<file path="config.mk">
export PLATFORM = sky130hd
export DESIGN_NAME = lmul_sequencer
export DESIGN_NICKNAME = d
export VERILOG_FILES = /design/src/rtl/lmul_sequencer_pkg.sv /design/src/rtl/lmul_step.sv /design/src/rtl/lmul_sequencer.sv
export SDC_FILE = /design/constraint.sdc
export NUM_CORES = 1
export LEC_CHECK = 0
export ABC_AREA = 1
export BUFFER_PORTS_ARGS = -buffer_cell sky130_fd_sc_hd__clkbuf_2
export CORE_MARGIN = 5
export CORE_UTILIZATION = 59
export CTS_BUF_LIST = sky130_fd_sc_hd__clkbuf_16
export CTS_CLUSTER_DIAMETER = 100
export CTS_CLUSTER_SIZE = 8
export DETAILED_ROUTE_END_ITERATION = 6
export PLACE_DENSITY_LB_ADDON = 0.1
export SLEW_MARGIN = 20
export SYNTH_ARGS = -nofsm -noshare
export SYNTH_HDL_FRONTEND = slang
export SYNTH_SLANG_ARGS = --single-unit
</file>
<file path="constraint.sdc">
create_clock -name clk -period 5.29 [get_ports clk]
set_input_delay 0.7935 -clock clk [delete_from_list [all_inputs] [get_ports clk]]
set_output_delay 0.7935 -clock clk [all_outputs]
set_load 0.02 [all_outputs]
</file>
<file path="src/rtl/lmul_sequencer_pkg.sv">
// rtl/lmul_sequencer_pkg.sv - shared state encoding and width default for the long-multiply sequencer
package lmul_sequencer_pkg;

    localparam int LMUL_WIDTH = 32;

    typedef enum logic [1:0] {
        ST_IDLE = 2'd0,
        ST_RUN  = 2'd1,
        ST_DONE = 2'd2
    } lmul_state_t;

endpackage

</file>
<file path="src/rtl/lmul_step.sv">
// rtl/lmul_step.sv - one combinational add-and-shift iteration of the long multiply
//   mcand   : multiplicand magnitude
//   acc_hi  : upper accumulator half
//   acc_lo  : lower accumulator half; its unconsumed low bits are the multiplier
//   hi_next : upper half after conditional add and right shift
//   lo_next : lower half after right shift
module lmul_step
    import lmul_sequencer_pkg::*;
#(
    parameter int WIDTH = LMUL_WIDTH
) (
    input  logic [WIDTH-1:0] mcand,
    input  logic [WIDTH-1:0] acc_hi,
    input  logic [WIDTH-1:0] acc_lo,
    output logic [WIDTH-1:0] hi_next,
    output logic [WIDTH-1:0] lo_next
);

    logic [WIDTH:0] sum;

    always_comb begin
        sum = {1'b0, acc_hi};
        if (acc_lo[0]) begin
            sum = {1'b0, acc_hi} + {1'b0, mcand};
        end
        // {carry, sum, acc_lo} shifted right by one
        hi_next = sum[WIDTH:1];
        lo_next = {sum[0], acc_lo[WIDTH-1:1]};
    end

endmodule

</file>
<file path="src/rtl/lmul_sequencer.sv">
// rtl/lmul_sequencer.sv - multi-cycle UMULL/SMULL sequencer with pipeline stall and dual write addresses
//   clk, reset          : clock, synchronous active-high reset
//   StartE, SignedE     : long-multiply request, 1 = SMULL
//   SrcAE, SrcBE        : multiplicand, multiplier
//   WA3E, WA3_2E        : low/high word destinations
//   AbortE              : E-stage flush
//   StallMul, BusyMul   : stall request to hazard unit, sequencer not idle
//   DoneMul             : one-cycle result-valid pulse
//   ResultLo, ResultHi  : 2*WIDTH-bit product
//   WA3Mul, WA3_2Mul    : destinations matching the result
//   LMUL_EARLY_TERM_EN  : when defined, finish as soon as the remaining multiplier bits are zero
module lmul_sequencer
    import lmul_sequencer_pkg::*;
#(
    parameter int WIDTH = LMUL_WIDTH,
    parameter int CNT_W = 6
) (
    input  logic             clk,
    input  logic             reset,
    input  logic             StartE,
    input  logic             SignedE,
    input  logic [WIDTH-1:0] SrcAE,
    input  logic [WIDTH-1:0] SrcBE,
    input  logic [3:0]       WA3E,
    input  logic [3:0]       WA3_2E,
    input  logic             AbortE,
    output logic             StallMul,
    output logic             BusyMul,
    output logic             DoneMul,
    output logic [WIDTH-1:0] ResultLo,
    output logic [WIDTH-1:0] ResultHi,
    output logic [3:0]       WA3Mul,
    output logic [3:0]       WA3_2Mul
);

    lmul_state_t state, state_next;

    logic [WIDTH-1:0]   mcand;
    logic [WIDTH-1:0]   acc_hi;
    logic [WIDTH-1:0]   acc_lo;
    logic               neg;
    logic [CNT_W-1:0]   cnt;
    logic [3:0]         wa_lo;
    logic [3:0]         wa_hi;

    logic               start_ok;
    logic [WIDTH-1:0]   abs_a;
    logic [WIDTH-1:0]   abs_b;
    logic [WIDTH-1:0]   step_hi;
    logic [WIDTH-1:0]   step_lo;
    logic [WIDTH-1:0]   run_hi;
    logic [WIDTH-1:0]   run_lo;
    logic               last_step;
    logic [2*WIDTH-1:0] prod;
    logic [2*WIDTH-1:0] prod_final;

    assign start_ok = StartE & ~AbortE;

    // Magnitudes; the most negative value maps to 2^(WIDTH-1) as unsigned
    assign abs_a = (SignedE && SrcAE[WIDTH-1]) ? -SrcAE : SrcAE;
    assign abs_b = (SignedE && SrcBE[WIDTH-1]) ? -SrcBE : SrcBE;

    lmul_step #(.WIDTH(WIDTH)) u_step (
        .mcand   (mcand),
        .acc_hi  (acc_hi),
        .acc_lo  (acc_lo),
        .hi_next (step_hi),
        .lo_next (step_lo)
    );

`ifdef LMUL_EARLY_TERM_EN
    logic [WIDTH-1:0]   rem_mask;
    logic [2*WIDTH-1:0] skip_shift;

    // After this step the unconsumed multiplier bits are step_lo[cnt-1:0].
    // If they are all zero the remaining iterations are pure shifts.
    always_comb begin
        rem_mask   = ~({WIDTH{1'b1}} << cnt);
        skip_shift = {step_hi, step_lo} >> cnt;
        last_step  = ((step_lo & rem_mask) == '0);
        run_hi     = step_hi;
        run_lo     = step_lo;
        if (last_step) begin
            run_hi = skip_shift[2*WIDTH-1:WIDTH];
            run_lo = skip_shift[WIDTH-1:0];
        end
    end
`else
    always_comb begin
        last_step = (cnt == '0);
        run_hi    = step_hi;
        run_lo    = step_lo;
    end
`endif

    assign prod       = {acc_hi, acc_lo};
    assign prod_final = neg ? -prod : prod;

    // State register
    always_ff @(posedge clk) begin
        if (reset) begin
            state <= ST_IDLE;
        end else begin
            state <= state_next;
        end
    end

    // Next-state logic
    always_comb begin
        state_next = state;
        case (state)
            ST_IDLE: if (start_ok) state_next = ST_RUN;
            ST_RUN: begin
                if (AbortE) begin
                    state_next = ST_IDLE;
                end else if (last_step) begin
                    state_next = ST_DONE;
                end
            end
            ST_DONE: state_next = ST_IDLE;
            default: state_next = ST_IDLE;
        endcase
    end

    // Outputs; the request cycle already stalls so the instruction holds in E
    always_comb begin
        StallMul = ((state == ST_IDLE) && start_ok) || (state == ST_RUN);
        BusyMul  = (state != ST_IDLE);
    end

    // Datapath and result registers
    always_ff @(posedge clk) begin
        if (reset) begin
            mcand    <= '0;
            acc_hi   <= '0;
            acc_lo   <= '0;
            neg      <= 1'b0;
            cnt      <= '0;
            wa_lo    <= '0;
            wa_hi    <= '0;
            DoneMul  <= 1'b0;
            ResultLo <= '0;
            ResultHi <= '0;
            WA3Mul   <= '0;
            WA3_2Mul <= '0;
        end else begin
            DoneMul <= 1'b0;
            case (state)
                ST_IDLE: begin
                    if (start_ok) begin
                        mcand  <= abs_a;
                        acc_hi <= '0;
                        acc_lo <= abs_b;
                        neg    <= (SrcAE[WIDTH-1] ^ SrcBE[WIDTH-1]) & SignedE;
                        cnt    <= CNT_W'(WIDTH - 1);
                        wa_lo  <= WA3E;
                        wa_hi  <= WA3_2E;
                    end
                end
                ST_RUN: begin
                    acc_hi <= run_hi;
                    acc_lo <= run_lo;
                    cnt    <= cnt - CNT_W'(1);
                end
                ST_DONE: begin
                    ResultLo <= prod_final[WIDTH-1:0];
                    ResultHi <= prod_final[2*WIDTH-1:WIDTH];
                    WA3Mul   <= wa_lo;
                    WA3_2Mul <= wa_hi;
                    DoneMul  <= 1'b1;
                end
                default: ;
            endcase
        end
    end

endmodule

</file>
# --- Word-level counts from Yosys, hierarchy flattened ---
# Index checks and enable logic that the tools add are counted.
# Widths: inputs -> output; s select.
classes:
  reduce_logical: 11
  eq_ne: 4
  mux: 15
  addsub: 5
  bitwise_logic: 4
op_table:
  columns: ["operator", "n"]
  rows:
  - ["$mux 32", 4]
  - ["$pmux 32 s2", 2]
  - ["$mux 64", 1]
  - ["$neg 32->32", 2]
  - ["$neg 64->64", 1]
  - ["$add 32x32->33", 1]
  - ["$mux 33", 1]
  - ["$pmux 6 s2", 1]
  - ["$logic_not 6->1", 1]
  - ["$mux 2", 3]
  - ["$mux 6", 1]
  - ["$reduce_and 2->1", 3]
  - ["$sub 6x1->6 const B", 1]
  - ["$pmux 2 s2", 1]
  - ["$reduce_bool 2->1", 2]
  - ["$logic_and 1x1->1", 3]
  - ["$ne 3x3->1 const B", 1]
  - ["$and 1x1->1", 2]
  - ["$eq 2x1->1 const B", 1]
  - ["$eq 2x2->1 const B", 1]
  - ["$logic_not 2->1", 1]
  - ["$ne 2x2->1 const B", 1]
  - ["$logic_or 1x1->1", 1]
  - ["$mux 1", 1]
  - ["2 further kinds", 2]
totals:
  word_cells: 52
  reg_bits: 186
  inputBits: 77
  output_inout_bits: 75

# --- Depth between registers and ports, before layout ---
logic_depth:
  word_depth: 4
  depth_mapped: 16
  mapped_depth_nobuf: 15

# --- Hierarchy ---
# A second synthesis with hierarchy kept.
hier_totals:
  hier_cells: 2362
  area_unflattened_um2: 13938.4
by_module_without_submodules:
  columns: ["mod", "seq_area_each_um2", "area_per_inst_um2", "cells_per_inst", "n_inst"]
  rows:
  - ["lmul_sequencer", 3723.6, 10921.7, 1746, 1]
  - ["lmul_step", 0.0, 3016.6, 616, 1]

# --- Worst setup path after synthesis ---
# Ideal clock, no wire load.
synth_path:
  kind: "input to output"
  startpoint: "input port StartE"
  endpoint: "output port StallMul"
  cell_stages: 5
  required_ns: 4.497
  arrival_ns: 1.424
  path_buffers: 1
  setup_slack_ns: 3.073
  path_cell_list: "inv_1 > nor3_2 > nor2_1 > inv_1 > buf_2"
synth_between:
  elab_chain_cells: 3
synth_rtl:
  columns: ["item", "line", "rtl"]
  rows:
  - ["start: declaration", "lmul_sequencer.sv:20", "input logic StartE,"]
  - ["$and 1x1->1", "lmul_sequencer.sv:57", "assign start_ok = StartE & ~AbortE;"]
  - ["$logic_and 1x1->1", "lmul_sequencer.sv:127", "StallMul = ((state == ST_IDLE) && start_ok) || (state == ST_RUN);"]
  - ["$logic_or 1x1->1", "lmul_sequencer.sv:127", null]
  - ["end: declaration", "lmul_sequencer.sv:27", "output logic StallMul,"]
# Every way passes these cells.

# --- Final worst setup path ---
layout_path:
  startpoint: "input port AbortE"
  endpoint: "output port StallMul"
layout_between:
  elab_chain_cells: 4
layout_rtl:
  columns: ["item", "line", "rtl"]
  rows:
  - ["start: declaration", "lmul_sequencer.sv:26", "input logic AbortE,"]
  - ["$not 1->1", "lmul_sequencer.sv:57", null]
  - ["$and 1x1->1", "lmul_sequencer.sv:57", null]
  - ["$logic_and 1x1->1", "lmul_sequencer.sv:127", null]
  - ["$logic_or 1x1->1", "lmul_sequencer.sv:127", null]
# Every way passes these cells.

==> summary.md <==
| Metric | Value |
|---|---|
| Status | `complete, no violations` |
| Worst Path Arrival | `2.29 ns` |
| Count of unique library cells instantiated by Yosys | `between 40 and 50` |
| Top Ports | `152` |
| Syn nets | `2346` |
| Clk_skew | `0.02054 ns` |
| First-pass GRT wire length | `between 70000 and 80000 µm` |
| Crit Path Class | `in2out` |
| Total wire length | `44400 µm` |
| Clk buf depth | `2` |
| Hold EP | `cnt[5]` |
| Reg2Reg Depth | `14` |
| Die Area | `about 26000 µm²` |
| Placed Cells | `2597` |
| Met2 WL | `19810 µm` |
| Max Cap Viol | `0` |
| Core area | `22430 µm²` |
| Cts repair resizes | `0` |
| Area delta synth->final | `10.96%` |
| Switching pwr | `between 1 and 1.5 mW` |
| Share of post-route cells with drive strength above 1 | `10.88%` |
| CTS Sinks | `186` |
| Final cell count without fillers | `2629` |
| Highest-count cells in the layout ignoring fill and taps | `nand2_1 (552), inv_1 (315), nor2_1 (306), dfxtp_1 (185), a21oi_1 (171)` |
| Drt drc | `0` |
| DP HPWL | `34750 µm` |
| Crit Path Max Fanout | `between 40 and 50` |
| Top cells by area, synth | `dfxtp_1 (28%), nand2_1 (16%), inv_1 (8.9%)` |
| Synthesized area | `13360 µm²` |
| Combinational share of power | `21.8%` |
| CTS buffer count | `17` |
| # diodes | `0` |
| # hold bufs at CTS | `0` |
| Reg2Reg Setup Slack | `approximately 2.7 ns` |
| Clock root cell | `clkbuf_16` |
| DR WL/cell | `roughly 17 µm` |
| Number of antenna-violating nets in the routed design | `0` |
| EDFF count, synth | `0` |
| CP Launch Point | `AbortE` |
| #FFs+latches synth | `186` |
| Slew Viols, Final | `0` |
| CTS tree | `yes` |
| Top sig layer | `met4` |
| Syn Area/Cell | `5.987 µm²` |
| Cells after Synth | `around 2.2k` |
| Vias | `14.93k` |
| Min Tclk post-route | `3.085 ns` |
| GRT overflow | `0` |
| Worst path max stage delay | `0.53 ns` |
| Worst Tran Pin Value | `1.006 ns` |
| 1st-pass router iterations | `7` |
| # port buffers | `about 150` |
| Slowest cell on the critical path | `inv_1` |
| Hold_sp | `cnt[5]` |
| Worst setup EP type | `primary output` |
| Pre-CTS setup slack | `2.220 ns` |
| Htree depth | `4` |
| Largest net degree at the start of global routing | `94` |
| Most common cell on crit path | `clkbuf_2` |
| Initial antenna violation count | `0` |
| Post-synth top area share | `between 20% and 30%` |
| Initial core utilization | `59.54%` |
| Crit-path cells | `clkbuf_2 > nor3_4 > nor2_2 > buf_4 > inv_1 > clkbuf_2` |
| Final Net Count | `between 2k and 2.5k` |
| Sequential area share after synthesis | `27.88%` |
| Warnings from Yosys | `0` |
| Max-slew headroom | `between 30% and 40%` |
| Worst vdd ir | `0.0001959 V` |
| Clock slew at reported path FFs | `0.08 ns` |
| Commonest non-fill, non-tap cell in the layout | `nand2_1` |
| Filler Cell Count | `2144` |
| Hold path depth | `1` |
| Wire length on met1 | `18660 µm` |
| Reg2reg end | `acc_hi[23]` |
| DR iter-0 viols | `1568` |
| Post-CTS Repair Setup Buffers | `0` |
| Final setup vio count | `0` |
| Hold/Removal Path Class | `reg2reg` |
| Vias in the first global route | `13.69k` |
| Leakage | `7.328 nW` |
| RSZ-0062 raised after global routing | `no` |
| Internal | `2.337 mW` |
| Sequential Power Share | `42.2%` |
| FP Rows | `between 50 and 60` |
| Via density | `5.679` |
| Clk pwr share | `roughly 36%` |
| GRT Total Usage | `33.39%` |
| Critical Path Start Type | `input pin` |
| Die height | `about 160 µm` |
| Die X | `roughly 160 µm` |
| Ys flop type | `dfxtp_1` |
| Routability congestion estimate | `0.9977` |
| Post-synth top area cell | `dfxtp_1` |
| TNS Setup | `0 ns` |
| Worst-Skew Late Latency | `0.46 ns` |
| Final hold vios | `0` |
| Async S/R FF share, synth | `0%` |
| Final period util | `58.31%` |
| Achievable frequency | `324.2 MHz` |
| Critical Path RT | `4.50 ns` |
| Worst setup slack after layout | `2.205 ns` |
| Power per cell area | `243.1 nW/µm²` |
| R2R Path Start | `acc_hi[0]` |
| Sw Ratio | `a little over a third` |
| Routed length on met3 | `roughly 4100 µm` |
[worst max-delay path, delay by kind of cell]
| kind | cells | cell delay, ns |
|---|---|---|
| buffers and inverters | 4 | 1.21 |
| AND/OR/NAND/NOR | 2 | 0.27 |
[worst max path at each step]
stage	cells after the start	end
2_1_floorplan	5	StallMul
3_3_place_gp	6	StallMul
3_5_place_dp	6	StallMul
4_1_cts	6	StallMul
5_1_grt	7	StallMul
6_report	6	StallMul
[cells in the mapped netlist (all sizes together) (24+ instances only)]
cell type and number:
dfxtp 186, o21ai 148, nand3 169, buf 36, inv 325, nand4 47, nor2 325, nor3 24
clkbuf 44, nand2 560, o211ai 24, xor2 47, ha 37, a21oi 173
[stage by stage]
| stage | util (%) | hold WS (ns) | cell area, µm² | power (mW) |
|---|---|---|---|---|
| finish | 66.07 | 0.4807 | 14820 | 3.603 |
| global route | 66.07 | 0.5067 | 14820 | 3.747 |
| CTS | 66.06 | 0.4768 | 14820 | 3.589 |
| detailed placement | 63.40 | 0.4643 | 14220 | 2.313 |
| global placement | 63.40 | 0.4511 | 14220 | 2.299 |
| floorplan | - | 0.4371 | 13360 | 2.083 |
[flip-flops by register name (all words and copies together) (netlist names), 2 cells and up]
name / flops
wa_lo: 4
ResultHi: 32
cnt: 6
wa_hi: 4
acc_lo: 32
WA3_2Mul: 4
WA3Mul: 4
ResultLo: 32
acc_hi: 32
state: 2
mcand: 32
[power groups by stage]
stage	logic [mW]	clock network [mW]	registers, mW
CTS	0.769	1.30	1.52
finish	0.784	1.30	1.52
floorplan	0.556	0	1.53
global placement	0.750	0	1.55
global route	0.869	1.35	1.53
detailed placement	0.762	0	1.55
[cell families (layout without fill, tap and decap cells)]
group	Yosys count	after routing	synth area share, %
XOR/XNOR	56	56	3.672
buffers and inverters	406	519	11.68
AO/OA/AOI/OAI	401	401	16.61
adder cells (fa/ha/maj)	38	38	3.616
AND/OR/NAND/NOR	1144	1144	36.55
flip-flops	186	186	27.88
[metal layers]
metal | global-route usage (%) | vias to the layer above
li1 | - | 7389
met1 | 44.76 | 6698
met2 | 53.43 | 706
met3 | 5.953 | 138
met4 | 13.45 | 0
met5 | 0 | -
[final cells by class]
type,count,area (µm²),area share (%)
Multi-Input combinational cell,1639,8083,54.53
Sequential cell,186,3725,25.13
Inverter,326,1227,8.281
Timing Repair Buffer,161,833.3,5.622
Clock buffer,17,425.4,2.870
Tap cell,285,356.6,2.406
Clock inverter,15,171.4,1.157
Note: power is estimated with default switching activity, not from simulation.
